File: src/rtl/tap_ctrl_if.sv
// -----------------------------------------------------------------------------
// tap_ctrl_if
//   JTAG pin bundle between the external test access port and the TAP
//   controller. TCK and TRST stay plain ports on the controller itself.
//
//   Signals:
//     TMS     test mode select, driven by the tester, sampled on posedge TCK
//     TDI     serial data in, driven by the tester
//     TDO     serial data out, driven by the controller on negedge TCK
//     tdo_en  TDO output enable, driven by the controller
//
//   Modports:
//     master  tester / pin side  (drives TMS, TDI)
//     slave   TAP controller     (drives TDO, tdo_en)
// -----------------------------------------------------------------------------
interface tap_ctrl_if;
    logic TMS;
    logic TDI;
    logic TDO;
    logic tdo_en;

    modport master (
        output TMS,
        output TDI,
        input  TDO,
        input  tdo_en
    );

    modport slave (
        input  TMS,
        input  TDI,
        output TDO,
        output tdo_en
    );
endinterface

File: src/rtl/tap_ctrl.sv
// -----------------------------------------------------------------------------
// tap_ctrl
//   IEEE 1149.1 TAP controller for the boundary-scan register (BSR) chain.
//   Decodes TMS into the 16-state TAP FSM, holds the instruction register,
//   produces capture/shift/update strobes plus select/mode for the BSR, owns
//   the bypass register (and optionally the 32-bit ID register) and muxes TDO.
//
//   Optional feature macro: TAP_IDCODE_EN
//     defined     -> 32-bit ID register, OP_IDCODE decoded, reset instr = IDCODE
//     not defined -> no ID register, OP_IDCODE behaves as BYPASS,
//                    reset instr = BYPASS (all ones)
//
//   Ports:
//     TCK         in   test clock
//     TRST        in   test reset, asynchronous, active-low
//     jtag        if   slave side of tap_ctrl_if (TMS, TDI in; TDO, tdo_en out)
//     bsr_tdo     in   serial out of the last BSR cell
//     dr_capture  out  state == CAPTURE_DR
//     dr_shift    out  state == SHIFT_DR
//     dr_update   out  state == UPDATE_DR
//     bsr_select  out  current instruction is EXTEST or SAMPLE/PRELOAD
//     mode        out  1 = BSR drives pins/core (EXTEST only)
//     tlr_reset   out  state == TEST_LOGIC_RESET
//     ir_out      out  current (updated) instruction
// -----------------------------------------------------------------------------
module tap_ctrl #(
    parameter int unsigned     IR_W       = 4,
    parameter logic [IR_W-1:0] OP_EXTEST  = 'h0,
    parameter logic [IR_W-1:0] OP_SAMPLE  = 'h1,
    parameter logic [IR_W-1:0] OP_IDCODE  = 'h2,
    parameter logic [31:0]     IDCODE_VAL = 32'h1000_0001
) (
    input  logic            TCK,
    input  logic            TRST,
    tap_ctrl_if.slave       jtag,
    input  logic            bsr_tdo,
    output logic            dr_capture,
    output logic            dr_shift,
    output logic            dr_update,
    output logic            bsr_select,
    output logic            mode,
    output logic            tlr_reset,
    output logic [IR_W-1:0] ir_out
);

    typedef enum logic [3:0] {
        TLR        = 4'h0,
        RTI        = 4'h1,
        SEL_DR     = 4'h2,
        CAP_DR     = 4'h3,
        SHIFT_DR   = 4'h4,
        EXIT1_DR   = 4'h5,
        PAUSE_DR   = 4'h6,
        EXIT2_DR   = 4'h7,
        UPD_DR     = 4'h8,
        SEL_IR     = 4'h9,
        CAP_IR     = 4'hA,
        SHIFT_IR   = 4'hB,
        EXIT1_IR   = 4'hC,
        PAUSE_IR   = 4'hD,
        EXIT2_IR   = 4'hE,
        UPD_IR     = 4'hF
    } tap_state_e;

`ifdef TAP_IDCODE_EN
    localparam logic [IR_W-1:0] IR_RST = OP_IDCODE;
`else
    localparam logic [IR_W-1:0] IR_RST = '1;
`endif

    // Fixed "01" in the two LSBs lets a debugger verify IR chain integrity.
    localparam logic [IR_W-1:0] IR_CAPTURE = {{(IR_W-2){1'b0}}, 2'b01};

    tap_state_e      state_q, state_d;
    logic [IR_W-1:0] ir_q, ir_d;
    logic [IR_W-1:0] ir_sr_q, ir_sr_d;
    logic            bypass_q, bypass_d;
    logic            tdo_q, tdo_d;
    logic            tdo_en_q, tdo_en_d;

    logic            sel_bsr;
    logic            sel_extest;
    logic            sel_idcode;
    logic            sel_bypass;

`ifdef TAP_IDCODE_EN
    logic [31:0]     id_sr_q, id_sr_d;
`else
    // Keeps the ID-related parameters referenced when the feature is off.
    logic            unused_cfg;
    assign unused_cfg = ^{OP_IDCODE, IDCODE_VAL};
`endif

    // -------------------------------------------------------------------------
    // Instruction decode. Anything not recognised behaves as BYPASS.
    // -------------------------------------------------------------------------
    assign sel_extest = (ir_q == OP_EXTEST);
    assign sel_bsr    = sel_extest || (ir_q == OP_SAMPLE);
`ifdef TAP_IDCODE_EN
    assign sel_idcode = (ir_q == OP_IDCODE) && !sel_bsr;
`else
    assign sel_idcode = 1'b0;
`endif
    assign sel_bypass = !sel_bsr && !sel_idcode;

    // -------------------------------------------------------------------------
    // TAP FSM next-state logic (1149.1 TMS table)
    // -------------------------------------------------------------------------
    always_comb begin
        state_d = state_q;
        unique case (state_q)
            TLR:      state_d = jtag.TMS ? TLR      : RTI;
            RTI:      state_d = jtag.TMS ? SEL_DR   : RTI;
            SEL_DR:   state_d = jtag.TMS ? SEL_IR   : CAP_DR;
            CAP_DR:   state_d = jtag.TMS ? EXIT1_DR : SHIFT_DR;
            SHIFT_DR: state_d = jtag.TMS ? EXIT1_DR : SHIFT_DR;
            EXIT1_DR: state_d = jtag.TMS ? UPD_DR   : PAUSE_DR;
            PAUSE_DR: state_d = jtag.TMS ? EXIT2_DR : PAUSE_DR;
            EXIT2_DR: state_d = jtag.TMS ? UPD_DR   : SHIFT_DR;
            UPD_DR:   state_d = jtag.TMS ? SEL_DR   : RTI;
            SEL_IR:   state_d = jtag.TMS ? TLR      : CAP_IR;
            CAP_IR:   state_d = jtag.TMS ? EXIT1_IR : SHIFT_IR;
            SHIFT_IR: state_d = jtag.TMS ? EXIT1_IR : SHIFT_IR;
            EXIT1_IR: state_d = jtag.TMS ? UPD_IR   : PAUSE_IR;
            PAUSE_IR: state_d = jtag.TMS ? EXIT2_IR : PAUSE_IR;
            EXIT2_IR: state_d = jtag.TMS ? UPD_IR   : SHIFT_IR;
            UPD_IR:   state_d = jtag.TMS ? SEL_DR   : RTI;
            default:  state_d = TLR;
        endcase
    end

    // -------------------------------------------------------------------------
    // Instruction, IR shift, bypass and ID register next values
    // -------------------------------------------------------------------------
    always_comb begin
        ir_d     = ir_q;
        ir_sr_d  = ir_sr_q;
        bypass_d = bypass_q;

        // TLR keeps forcing the reset instruction for as long as we sit there.
        if (state_q == TLR) begin
            ir_d = IR_RST;
        end else if (state_q == UPD_IR) begin
            ir_d = ir_sr_q;
        end

        if (state_q == CAP_IR) begin
            ir_sr_d = IR_CAPTURE;
        end else if (state_q == SHIFT_IR) begin
            ir_sr_d = {jtag.TDI, ir_sr_q[IR_W-1:1]};
        end

        if (state_q == CAP_DR) begin
            bypass_d = 1'b0;
        end else if ((state_q == SHIFT_DR) && sel_bypass) begin
            bypass_d = jtag.TDI;
        end
    end

`ifdef TAP_IDCODE_EN
    always_comb begin
        id_sr_d = id_sr_q;
        if ((state_q == CAP_DR) && sel_idcode) begin
            id_sr_d = IDCODE_VAL;
        end else if ((state_q == SHIFT_DR) && sel_idcode) begin
            id_sr_d = {jtag.TDI, id_sr_q[31:1]};
        end
    end
`endif

    // -------------------------------------------------------------------------
    // TDO mux. Outside the shift states TDO keeps its last value and the
    // enable drops.
    // -------------------------------------------------------------------------
    always_comb begin
        tdo_d    = tdo_q;
        tdo_en_d = 1'b0;
        if (state_q == SHIFT_IR) begin
            tdo_d    = ir_sr_q[0];
            tdo_en_d = 1'b1;
        end else if (state_q == SHIFT_DR) begin
            tdo_en_d = 1'b1;
            if (sel_bsr) begin
                tdo_d = bsr_tdo;
`ifdef TAP_IDCODE_EN
            end else if (sel_idcode) begin
                tdo_d = id_sr_q[0];
`endif
            end else begin
                tdo_d = bypass_q;
            end
        end
    end

    // -------------------------------------------------------------------------
    // Posedge TCK state
    // -------------------------------------------------------------------------
    always_ff @(posedge TCK or negedge TRST) begin
        if (!TRST) begin
            state_q  <= TLR;
            ir_q     <= IR_RST;
            ir_sr_q  <= '0;
            bypass_q <= 1'b0;
        end else begin
            state_q  <= state_d;
            ir_q     <= ir_d;
            ir_sr_q  <= ir_sr_d;
            bypass_q <= bypass_d;
        end
    end

`ifdef TAP_IDCODE_EN
    always_ff @(posedge TCK or negedge TRST) begin
        if (!TRST) begin
            id_sr_q <= '0;
        end else begin
            id_sr_q <= id_sr_d;
        end
    end
`endif

    // -------------------------------------------------------------------------
    // Negedge TCK output launch: gives the receiver half a cycle of setup.
    // -------------------------------------------------------------------------
    always_ff @(negedge TCK or negedge TRST) begin
        if (!TRST) begin
            tdo_q    <= 1'b0;
            tdo_en_q <= 1'b0;
        end else begin
            tdo_q    <= tdo_d;
            tdo_en_q <= tdo_en_d;
        end
    end

    // -------------------------------------------------------------------------
    // Outputs
    // -------------------------------------------------------------------------
    assign jtag.TDO    = tdo_q;
    assign jtag.tdo_en = tdo_en_q;

    assign dr_capture  = (state_q == CAP_DR);
    assign dr_shift    = (state_q == SHIFT_DR);
    assign dr_update   = (state_q == UPD_DR);
    assign tlr_reset   = (state_q == TLR);
    assign bsr_select  = sel_bsr;
    assign mode        = sel_extest;
    assign ir_out      = ir_q;

endmodule

File: src/flat_wrapper.sv
// flat-port wrapper written by rule: the top's interface ports become plain ports
module tap_ctrl_flat 
#(
    parameter int unsigned     IR_W       = 4,
    parameter logic [IR_W-1:0] OP_EXTEST  = 'h0,
    parameter logic [IR_W-1:0] OP_SAMPLE  = 'h1,
    parameter logic [IR_W-1:0] OP_IDCODE  = 'h2,
    parameter logic [31:0]     IDCODE_VAL = 32'h1000_0001
)
  (TCK, TRST, bsr_tdo, dr_capture, dr_shift, dr_update, bsr_select, mode, tlr_reset, ir_out, jtag_TMS, jtag_TDI, jtag_TDO, jtag_tdo_en);
  tap_ctrl_if jtag_i ();
  input  logic TCK;
  input  logic TRST;
  input  logic bsr_tdo;
  output logic dr_capture;
  output logic dr_shift;
  output logic dr_update;
  output logic bsr_select;
  output logic mode;
  output logic tlr_reset;
  output logic [IR_W-1:0] ir_out;
  input wire logic [$bits(jtag_i.TMS)-1:0] jtag_TMS;
  input wire logic [$bits(jtag_i.TDI)-1:0] jtag_TDI;
  output wire logic [$bits(jtag_i.TDO)-1:0] jtag_TDO;
  output wire logic [$bits(jtag_i.tdo_en)-1:0] jtag_tdo_en;
  assign jtag_i.TMS = jtag_TMS;
  assign jtag_i.TDI = jtag_TDI;
  assign jtag_TDO = jtag_i.TDO;
  assign jtag_tdo_en = jtag_i.tdo_en;
  tap_ctrl #(.IR_W(IR_W), .OP_EXTEST(OP_EXTEST), .OP_SAMPLE(OP_SAMPLE), .OP_IDCODE(OP_IDCODE), .IDCODE_VAL(IDCODE_VAL)) u_core (.TCK(TCK), .TRST(TRST), .jtag(jtag_i), .bsr_tdo(bsr_tdo), .dr_capture(dr_capture), .dr_shift(dr_shift), .dr_update(dr_update), .bsr_select(bsr_select), .mode(mode), .tlr_reset(tlr_reset), .ir_out(ir_out));
endmodule
File: config.mk
export PLATFORM = sky130hd
export DESIGN_NAME = tap_ctrl_flat
export DESIGN_NICKNAME = d
export VERILOG_FILES = /design/src/rtl/tap_ctrl_if.sv /design/src/rtl/tap_ctrl.sv /design/src/flat_wrapper.sv
export SDC_FILE = /design/constraint.sdc
export NUM_CORES = 1
export LEC_CHECK = 0
export BUFFER_PORTS_ARGS = -buffer_cell sky130_fd_sc_hd__buf_4
export CORE_MARGIN = 2
export CORE_UTILIZATION = 45
export CTS_CLUSTER_DIAMETER = 100
export DETAILED_ROUTE_END_ITERATION = 10
export GPL_ROUTABILITY_DRIVEN = 0
export HOLD_SLACK_MARGIN = 0.02
export PLACE_DENSITY = 0.67
export SLEW_MARGIN = 10
export SYNTH_ARGS = -nofsm -noshare
export SYNTH_HDL_FRONTEND = slang
export SYNTH_SLANG_ARGS = --single-unit
File: constraint.sdc
create_clock -name TCK -period 1.7 [get_ports TCK]
set_input_delay 0.255 -clock TCK [delete_from_list [all_inputs] [get_ports TCK]]
set_output_delay 0.255 -clock TCK [all_outputs]
set_load 0.005 [all_outputs]
==> metrics.md, run 1 <==
| Metric | Value |
|---|---|
| First-pass DRT Iterations | 4 |
| Share of cells above drive strength 1 | 0.3955 |
| Pint | 1.161 mW |
| Antenna violations before repair | 0 |
| Combinational share of power | 0.575 |
| CP Class | flop to flop |
| Sw Share | 0.4104 |
| Fin Clk Skew | 5.117 ps |
| Pwr dens | 1672 nW/um^2 |
| Initial drt markers | 17 |
| WL final | 2.048 mm |
| FF-to-FF setup slack | -220 ps |
| Chip Width | 47.32 um |
| Reg2reg start | u_core.state_q[0]$_DFF_PN0_ |
| CORE AREA | 1745 um^2 |
| Setup Viol. Count Final | 5 |
| Hold Crit Class | primary input to flop |
| Status | finished with violations |
| Fill count | 160 |
| Routing usage on met1 | 0.2895 |
| Peak VDD IR | 0.9324 mV |
| Critical path fanouts, max | 5 |
| First-pass GRT wire length | 3.346 mm |
| Final net count | 140 |
| Sequential area share after synthesis | 0.4504 |
| Hold path depth | 3 |
| Reg power frac | 0.320 |
| Hold path start | jtag_TDI |
| Min Hold Slack | 236.9 ps |
| Tot GR Track Use | 0.2161 |
| FF-to-FF End | u_core.jtag.TDO$_DFFE_NN0P_ |
| GR peak layer | met2 |
| Most frequent cells in the layout | buf_4 (36), o21ai_0 (13), nand2_1 (13), nor2_1 (10), dfrtp_1 (8) |
| Final Hold Viols | 0 |
| Worst-Margin Slew | 384.5 ps |
| Commonest non-fill, non-tap cell in the layout | buf_4 |
| Post-Syn Area | 844.6 um^2 |
| GR met2 Demand/Resource | 0.3568 |
| Critical Path End Type | flop |
| Hold Crit Endpoint | u_core.bypass_q$_DFFE_PN0P_ |
| NetSw | 807.9 uW |
| Number of synthesis warnings | 0 |
| Worst path arrival time | 1380 ps |
| Vias | 864 |
| Worst skew pair latency | 280 ps |
| Setup crit start kind | flop |
| Yosys cell types | 29 |
| Largest net degree at the start of global routing | 16 |
| Register bit total from synthesis | 15 |
| Vias in the first global route | 794 |
| Met3 global-route usage | 0.03462 |
| DP Worst Slack | -221.2 ps |
| CTS Root Cell | clkbuf_4 |
| FP Rows | 15 |
| Num CTS Buffers | 3 |
| Avg Vias per Cell | 5.434 |
| Clk sinks | 15 |
| DRC viols | 0 |
| Starting Density | 0.4839 |
| Clock Tree Buf Depth | 2 |
| Leakage dissipation | 0.5537 nW |
| Clock transition at path regs | 90 ps |
| # Max-Cap Violations | 0 |
| Max-slew headroom | 0.7417 |
| Clock Power Share | 0.106 |
| Diodes inserted | 0 |
| Synth Net Count | 106 |
| GR Overflow Total | 0 |
| IO Pins | 17 |
| Failing checks | negative setup slack |
| Port Buffers | 16 |
| Setup ws final | -224.2 ps |
| H-tree depth | 1 |
| Post-DR wirelength/cell | 12.88 um |
| Final instance area | 1177 um^2 |
| Post-placement cell area | 1125 um^2 |
| P&R area growth vs syn | 39.41% |
| R2R depth | 2 |
| Antenna Violating Nets Remaining | 0 |
| Syn Area/Cell | 8.362 um^2 |
| Chip Height | 47.32 um |
| Die ar. | 2239 um^2 |
| Post-synthesis instance total | 101 |
| Pins Over Slew Limit | 0 |
| RSZ-0062 raised after global routing | true |
| CTS tree | done |
| Required @ worst endpoint | 1160 ps |
| HPWL Detailed | 1.512 mm |
==> power groups by stage <==
stage	clock network (mW)	logic (mW)	registers, mW
after floorplan	0	0.673	0.602
after global placement	0	1.06	0.629
after detailed placement	0	1.09	0.631
after CTS	0.210	1.11	0.624
after global routing	0.223	1.28	0.645
final	0.208	1.13	0.629
==> sequential cells by signal (all words and copies together), names as in the netlist <==
register,count
u_core.state_q,4
u_core.jtag.tdo_en,1
u_core.ir_out,4
u_core.ir_sr_q,4
u_core.jtag.TDO,1
u_core.bypass_q,1
==> cell usage after synthesis <==
master	count	area share
mux2i_1	1	0.012
nor2_1	11	0.049
a221oi_1	2	0.021
dfrtn_1	2	0.059
buf_2	4	0.024
inv_1	3	0.013
clkbuf_1	3	0.013
nand3_1	4	0.024
nor3b_1	1	0.0089
nand2_1	15	0.067
nor3_1	5	0.030
a211o_1	1	0.010
buf_6	1	0.013
dfrtp_1	9	0.27
o32ai_1	1	0.010
nor4_1	2	0.015
a2bb2oi_1	1	0.010
a22oi_1	4	0.036
or4b_4	1	0.016
a21oi_1	3	0.018
dfstp_2	4	0.12
a211oi_1	1	0.0089
o211ai_1	1	0.0089
nor2b_1	3	0.022
a311oi_1	1	0.010
nand2b_1	2	0.015
o22ai_1	1	0.0074
o21ai_0	13	0.077
xnor2_1	1	0.010
==> worst max-delay path: stages (launching register included) <==
cell and delay, ps:
dfrtp_2 450, or4b_4 540, o22ai_1 120
==> metal layers <==
metal	vias to the layer above	wire [um]
li1	429	-
met1	404	937
met2	29	1005
met3	2	92
met4	0	12
met5	-	0
==> cells by family after synthesis <==
family	synth area share
flip-flops	0.4504
XOR/XNOR	0.01037
multiplexers	0.01185
buffers and inverters	0.06370
AND/OR/NAND/NOR	0.2459
AO/OA/AOI/OAI	0.2178
==> repair_timing <==
item                                   in CTS  in global routing
hold buffers                                1                  0
endpoints found under the hold margin       9                  0
setup endpoints to repair                   5                  6
gates resized for setup                     0                  2
pin swaps                                   1                  1
buffers inserted                            1                  0
==> layout make-up <==
cell class                 instances  area (um^2)  area share
clock buffer                       3        22.52     0.01913
clock inverter                     1        5.005    0.004251
inverter                           3        13.76     0.01169
multi-input combinational         75        442.9      0.3762
sequential                        15        381.6      0.3241
tap                               25        31.28     0.02657
timing repair buffer              37        280.3      0.2380
==> worst max-delay path by stage <==
stage	startpoint	end	slack (ps)	depth (start not counted)
floorplan	u_core.state_q[2]$_DFF_PN0_	u_core.jtag.TDO$_DFFE_NN0P_	-240	5
global placement	u_core.state_q[0]$_DFF_PN0_	u_core.jtag.TDO$_DFFE_NN0P_	-210	2
CTS	u_core.state_q[0]$_DFF_PN0_	u_core.jtag.TDO$_DFFE_NN0P_	-230	2
detailed placement	u_core.state_q[2]$_DFF_PN0_	u_core.jtag.TDO$_DFFE_NN0P_	-220	4
global route	u_core.state_q[3]$_DFF_PN0_	u_core.jtag.TDO$_DFFE_NN0P_	-310	2
finish	u_core.state_q[0]$_DFF_PN0_	u_core.jtag.TDO$_DFFE_NN0P_	-220	2
==> stage by stage <==
step	cells	power (mW)	setup TNS (ps)	utilization
2_1_floorplan	101	1.275	-393.6	-
5_1_grt	159	2.147	-1163	0.6746
6_report	159	1.969	-909.1	0.6746
4_1_cts	159	1.945	-940.4	0.6703
3_3_place_gp	153	1.692	-392.8	0.6444
3_5_place_dp	153	1.719	-412.5	0.6444
Note: power is estimated with default switching activity, not from simulation.
==> run 2, diff against run 1 <==
--- a/config.mk
+++ b/config.mk
@@ -6,13 +6,15 @@
 export NUM_CORES = 1
 export LEC_CHECK = 0
 export BUFFER_PORTS_ARGS = -buffer_cell sky130_fd_sc_hd__buf_4
+export CELL_PAD_IN_SITES_DETAIL_PLACEMENT = 1
+export CELL_PAD_IN_SITES_GLOBAL_PLACEMENT = 1
 export CORE_MARGIN = 2
-export CORE_UTILIZATION = 45
+export CORE_UTILIZATION = 38
 export CTS_CLUSTER_DIAMETER = 100
 export DETAILED_ROUTE_END_ITERATION = 10
 export GPL_ROUTABILITY_DRIVEN = 0
 export HOLD_SLACK_MARGIN = 0.02
-export PLACE_DENSITY = 0.67
+export PLACE_DENSITY_LB_ADDON = 0.1
 export SLEW_MARGIN = 10
 export SYNTH_ARGS = -nofsm -noshare
 export SYNTH_HDL_FRONTEND = slang
==> run 2 against run 1 <==
The run still ends with negative setup slack left. Routed wire length up 21%. Worst setup slack worse by 57 ps. Flip-flop and latch count is the same. Core utilization decreased by 12 points. Non-clock buffer count is 1 higher. Critical path depth did not move. Global-route usage decreased by 0.65 points. Hold slack got worse by 9.2 ps. Critical path type unchanged. Largest cell class unchanged. Largest power group unchanged. Highest routed layer unchanged.
==> metrics.md, run 2 (synthesized netlist as in run 1, its figures left out) <==
| Metric | Value |
|---|---|
| Setup ws final | -281.2 ps |
| Clock Power Share | 0.105 |
| Final instance area | 1197 um^2 |
| Crit-path max cell delay | 550 ps |
| Required @ worst endpoint | 1170 ps |
| Vias in the first global route | 901 |
| Dpl cells | 157 |
| P&R area growth vs syn | 41.78% |
| Critical Path End Type | flop |
| CTS Root Cell | clkbuf_4 |
| Chip Width | 51.15 um |
| Hold Crit Class | primary input to flop |
| Reg power frac | 0.321 |
| First-pass DRT Iterations | 4 |
| Antenna Violating Nets Remaining | 0 |
| GR peak layer | met2 |
| CTS tree | done |
| Failing checks | negative setup slack |
| Peak VDD IR | 0.8848 mV |
| Commonest non-fill, non-tap cell in the layout | buf_4 |
| Critical path fanouts, max | 5 |
| Clock Tree Buf Depth | 2 |
| Worst skew pair latency | 290 ps |
| Met3 global-route usage | 0.02047 |
| Vias | 875 |
| Pint | 1.189 mW |
| Worst path arrival time | 1450 ps |
| Routing usage on met1 | 0.2430 |
| Final Non-Filler Cells | 163 |
| Post-placement cell area | 1136 um^2 |
| Final net count | 141 |
| Starting Density | 0.3931 |
| Worst-Margin Slew | 514.6 ps |
| Sw Share | 0.4184 |
| Post-DR wirelength/cell | 15.20 um |
| IO Pins | 17 |
| Clock transition at path regs | 100 ps |
| Pins Over Slew Limit | 0 |
| Critical path, cell by cell | or4b_4 > o22ai_1 |
| NetSw | 855.6 uW |
| Leakage dissipation | 0.5587 nW |
| GR met2 Demand/Resource | 0.3810 |
| Most frequent cells in the layout | buf_4 (37), nand2_1 (13), o21ai_0 (12), nor2_1 (10), dfrtp_1 (6) |
| DRC viols | 0 |
| Port Buffers | 16 |
| Initial drt markers | 7 |
| Tot GR Track Use | 0.2096 |
| Pwr dens | 1708 nW/um^2 |
| Combinational share of power | 0.574 |
| Num CTS Buffers | 3 |
| Fin Clk Skew | 4.895 ps |
| WL final | 2.477 mm |
| Antenna violations before repair | 0 |
| Avg Vias per Cell | 5.368 |
| First-pass GRT wire length | 4.029 mm |
| CORE AREA | 2148 um^2 |
| Max stage delay cell, worst path | or4b_4 |
| Max-slew headroom | 0.6543 |
| Setup Viol. Count Final | 5 |
| Largest net degree at the start of global routing | 18 |
| Fill count | 270 |
| CP Class | flop to flop |
| Final Hold Viols | 0 |
| RSZ-0062 raised after global routing | true |
| # Max-Cap Violations | 0 |
| Setup crit start kind | flop |
| FP Rows | 17 |
| Clk sinks | 15 |
| DP Worst Slack | -243.7 ps |
| Share of cells above drive strength 1 | 0.4148 |
| Die ar. | 2616 um^2 |
| HPWL Detailed | 1.856 mm |
| GR Overflow Total | 0 |
| H-tree depth | 1 |
| Diodes inserted | 0 |
| TNS Setup | -1106 ps |
| Status | finished with violations |
| Chip Height | 51.15 um |
| Min Hold Slack | 227.7 ps |
run 2: worst paths after layout:
path                                                from                            end  slack (ps)  cells past startpoint
max in group asynchronous                           TRST   u_core.jtag.tdo_en$_DFF_NN0_         410                      2
max reg2reg                  u_core.state_q[1]$_DFF_PN0_    u_core.jtag.TDO$_DFFE_NN0P_        -280                      2
max                          u_core.state_q[1]$_DFF_PN0_    u_core.jtag.TDO$_DFFE_NN0P_        -280                      2
min reg2reg                u_core.ir_sr_q[1]$_DFFE_PN0N_  u_core.ir_sr_q[1]$_DFFE_PN0N_         540                      2
min in group asynchronous                           TRST    u_core.bypass_q$_DFFE_PN0P_         350                      2
min                                             jtag_TDI    u_core.bypass_q$_DFFE_PN0P_         230                      3
run 2: what timing repair did:
action / in CTS / in global routing
gates resized for setup: 2 / 5
buffers inserted: 0 / 1
endpoints found under the setup margin: 6 / 5
hold endpoints to repair: 9 / 0
hold buffers: 1 / 0
pin swaps: 1 / 3
run 2: routing by layer:
layer  up-vias  part of all wire
met4         0            0.0085
met2        16              0.55
li1        422                 -
met1       435              0.42
met3         2             0.021
met5         -                 0
run 2: final cells by class:
type                            instances  area (um^2)  share of cell area
Timing Repair Buffer                   38        287.8              0.2403
Clock buffer                            4        26.28             0.02194
Tap cell                               28        35.03             0.02926
Sequential cell                        15        384.1              0.3208
Inverter                                3        13.76             0.01149
Multi-Input combinational cell         75        450.4              0.3762
run 2: through the flow:
stage                 util  power [mW]
finish              0.5574       2.045
global route        0.5574       2.201
CTS                 0.5486       2.014
detailed placement  0.5288       1.782
global placement    0.5288       1.730
floorplan                -       1.275
run 2: power groups by stage:
stage	Combinational (mW)	Sequential (mW)	Clock, mW
2_1_floorplan	0.673	0.602	0
3_3_place_gp	1.09	0.639	0
3_5_place_dp	1.13	0.651	0
4_1_cts	1.15	0.647	0.220
5_1_grt	1.30	0.678	0.228
6_report	1.17	0.656	0.215
run 2: critical path, delay by kind of cell, from the launching register on:
family | cells | cell delay [ps]
AND/OR/NAND/NOR | 1 | 550
flip-flops | 1 | 460
AO/OA/AOI/OAI | 1 | 140
==> run 3, diff against run 2 <==
--- a/config.mk
+++ b/config.mk
@@ -9,7 +9,7 @@
 export CELL_PAD_IN_SITES_DETAIL_PLACEMENT = 1
 export CELL_PAD_IN_SITES_GLOBAL_PLACEMENT = 1
 export CORE_MARGIN = 2
-export CORE_UTILIZATION = 38
+export CORE_UTILIZATION = 35
 export CTS_CLUSTER_DIAMETER = 100
 export DETAILED_ROUTE_END_ITERATION = 10
 export GPL_ROUTABILITY_DRIVEN = 0
==> constraint.sdc (replaced) <==
create_clock -name TCK -period 1.6 [get_ports TCK]
set_input_delay 0.24 -clock TCK [delete_from_list [all_inputs] [get_ports TCK]]
set_output_delay 0.24 -clock TCK [all_outputs]
set_load 0.005 [all_outputs]
==> run 3 against run 2 <==
The run still ends with negative setup slack left. Routed wire length fell by 3.2%. Clock skew fell by 2.0 ps. Worst setup slack got worse by 45 ps. First-iteration DRC count rose by 43%. Largest power group unchanged. Sequential share of layout area fell by 1.3 points. Clock power rose by 7%. Core utilization fell by 0.35 points. Non-clock buffer count rose by 1. Critical path depth did not move. Power rose by 10%.
==> metrics.md, run 3 (synthesized netlist as in run 1, its figures left out) <==
| Metric | Value |
|---|---|
| Final net count | 142 |
| NetSw | 940.5 uW |
| Status | finished with violations |
| H-tree depth | 1 |
| # Max-Cap Violations | 0 |
| Most frequent cells in the layout | buf_4 (34), nand2_1 (13), o21ai_0 (11), nor2_1 (9), dfrtp_1 (6) |
| Pint | 1.308 mW |
| Vias | 870 |
| First-pass DRT Iterations | 3 |
| HPWL Detailed | 1.766 mm |
| Clock Tree Buf Depth | 2 |
| Crit-path max cell delay | 560 ps |
| Hold Crit Class | primary input to flop |
| RSZ-0062 raised after global routing | true |
| Chip Width | 53.12 um |
| Fill count | 282 |
| Pwr dens | 1801 nW/um^2 |
| Required @ worst endpoint | 1110 ps |
| Tot GR Track Use | 0.1932 |
| Num CTS Buffers | 3 |
| IO Pins | 17 |
| Setup Viol. Count Final | 5 |
| Share of cells above drive strength 1 | 0.4779 |
| DRC viols | 0 |
| Port Buffers | 16 |
| Post-placement cell area | 1129 um^2 |
| Setup crit start kind | flop |
| Critical path, cell by cell | or4b_4 > o22ai_2 |
| Failing checks | negative setup slack |
| CP Class | flop to flop |
| Worst-Margin Slew | 424.1 ps |
| CTS Root Cell | clkbuf_4 |
| Antenna violations before repair | 0 |
| Reg power frac | 0.307 |
| FF-to-FF End | u_core.jtag.TDO$_DFFE_NN0P_ |
| Die ar. | 2822 um^2 |
| Sw Share | 0.4183 |
| R2R depth | 2 |
| Pins Over Slew Limit | 0 |
| Clock Power Share | 0.103 |
| Worst skew pair latency | 290 ps |
| Clk sinks | 15 |
| Hold path start | jtag_TDI |
| Vias in the first global route | 844 |
| Initial drt markers | 10 |
| Max stage delay cell, worst path | or4b_4 |
| Leakage dissipation | 0.5731 nW |
| Hold path depth | 3 |
| CORE AREA | 2255 um^2 |
| Largest net degree at the start of global routing | 16 |
| CTS tree | done |
| Final Hold Viols | 0 |
| Critical path fanouts, max | 4 |
| Antenna Violating Nets Remaining | 0 |
| Avg Vias per Cell | 5.305 |
| Clock transition at path regs | 100 ps |
| P&R area growth vs syn | 47.85% |
| Worst path arrival time | 1440 ps |
| Diodes inserted | 0 |
| WL final | 2.397 mm |
| DP Worst Slack | -322.3 ps |
| Max-slew headroom | 0.7151 |
| Commonest non-fill, non-tap cell in the layout | buf_4 |
| Critical Path End Type | flop |
| Hold Crit Endpoint | u_core.bypass_q$_DFFE_PN0P_ |
| Fin Clk Skew | 2.908 ps |
| First-pass GRT wire length | 3.953 mm |
| Starting Density | 0.3746 |
| GR Overflow Total | 0 |
| Post-DR wirelength/cell | 14.62 um |
| Final instance area | 1249 um^2 |
| FF-to-FF setup slack | -330 ps |
| Reg2reg start | u_core.state_q[1]$_DFF_PN0_ |
| FP Rows | 17 |
| Chip Height | 53.12 um |
| Combinational share of power | 0.590 |
| Setup ws final | -325.9 ps |
| Peak VDD IR | 0.8436 mV |
## run 3: changes by cell type in the layout (fill, tap and decap cells not counted), sizes merged
cell    delta
buf        +1
clkbuf     -1
clkinv     +1
## run 3: what timing repair did
action	4_1_cts	5_1_grt
gates resized for setup	6	14
setup endpoints to repair	7	7
pin swaps	3	5
buffers inserted	4	0
hold endpoints to repair	13	0
hold buffers	1	0
## run 3: metal layers
layer	vias up	GRT usage	routed length, um	share of wire
li1	428	-	-	-
met1	425	0.2451	1027	0.43
met2	15	0.3417	1265	0.53
met3	2	0.02542	89	0.037
met4	0	0.05128	14	0.0058
met5	-	0	0	0
## run 3: worst max path at each step
stage,start,end,depth (start not counted)
floorplan,u_core.state_q[2]$_DFF_PN0_,u_core.jtag.TDO$_DFFE_NN0P_,5
global placement,u_core.state_q[0]$_DFF_PN0_,u_core.jtag.TDO$_DFFE_NN0P_,2
detailed placement,u_core.state_q[0]$_DFF_PN0_,u_core.jtag.TDO$_DFFE_NN0P_,2
CTS,u_core.ir_out[1]$_DFFE_PN1P_,u_core.jtag.TDO$_DFFE_NN0P_,3
global route,u_core.state_q[1]$_DFF_PN0_,u_core.jtag.TDO$_DFFE_NN0P_,2
finish,u_core.state_q[1]$_DFF_PN0_,u_core.jtag.TDO$_DFFE_NN0P_,2
## run 3: area by class of cell
class,instances,area (um^2),share of cell area
clock inverters,1,5.005,0.004008
repair buffers,39,310.3,0.2485
clock buffers,3,22.52,0.01804
well taps,28,35.03,0.02806
flip-flops and latches,15,384.1,0.3076
multi-input cells,75,478.0,0.3828
inverters,3,13.76,0.01102
## run 3: per-stage QoR
step / hold slack [ps] / total power, mW / TNS (ps) / instances / utilization
6_report: 218.1 / 2.249 / -1271 / 164 / 0.5538
5_1_grt: 217.0 / 2.451 / -1517 / 164 / 0.5538
4_1_cts: 202.1 / 2.186 / -1496 / 165 / 0.5394
3_5_place_dp: 104.9 / 1.859 / -575.5 / 156 / 0.5006
3_3_place_gp: 104.7 / 1.819 / -510.7 / 156 / 0.5006
2_1_floorplan: -55.59 / 1.355 / -493.6 / 101 / -
## run 3: worst max-delay path: cells and delay by family, from the launching register on
kind               cells  cell delay (ps)
AOI/OAI and AO/OA      1              140
DFF                    1              460
and+or+nand+nor        1              560
## run 3: power by group through the flow
stage	Combinational [mW]	Sequential, mW	Clock, mW
after floorplan	0.715	0.640	0
after global placement	1.15	0.672	0
after detailed placement	1.18	0.682	0
after CTS	1.28	0.676	0.232
after global routing	1.48	0.720	0.254
final	1.33	0.690	0.231
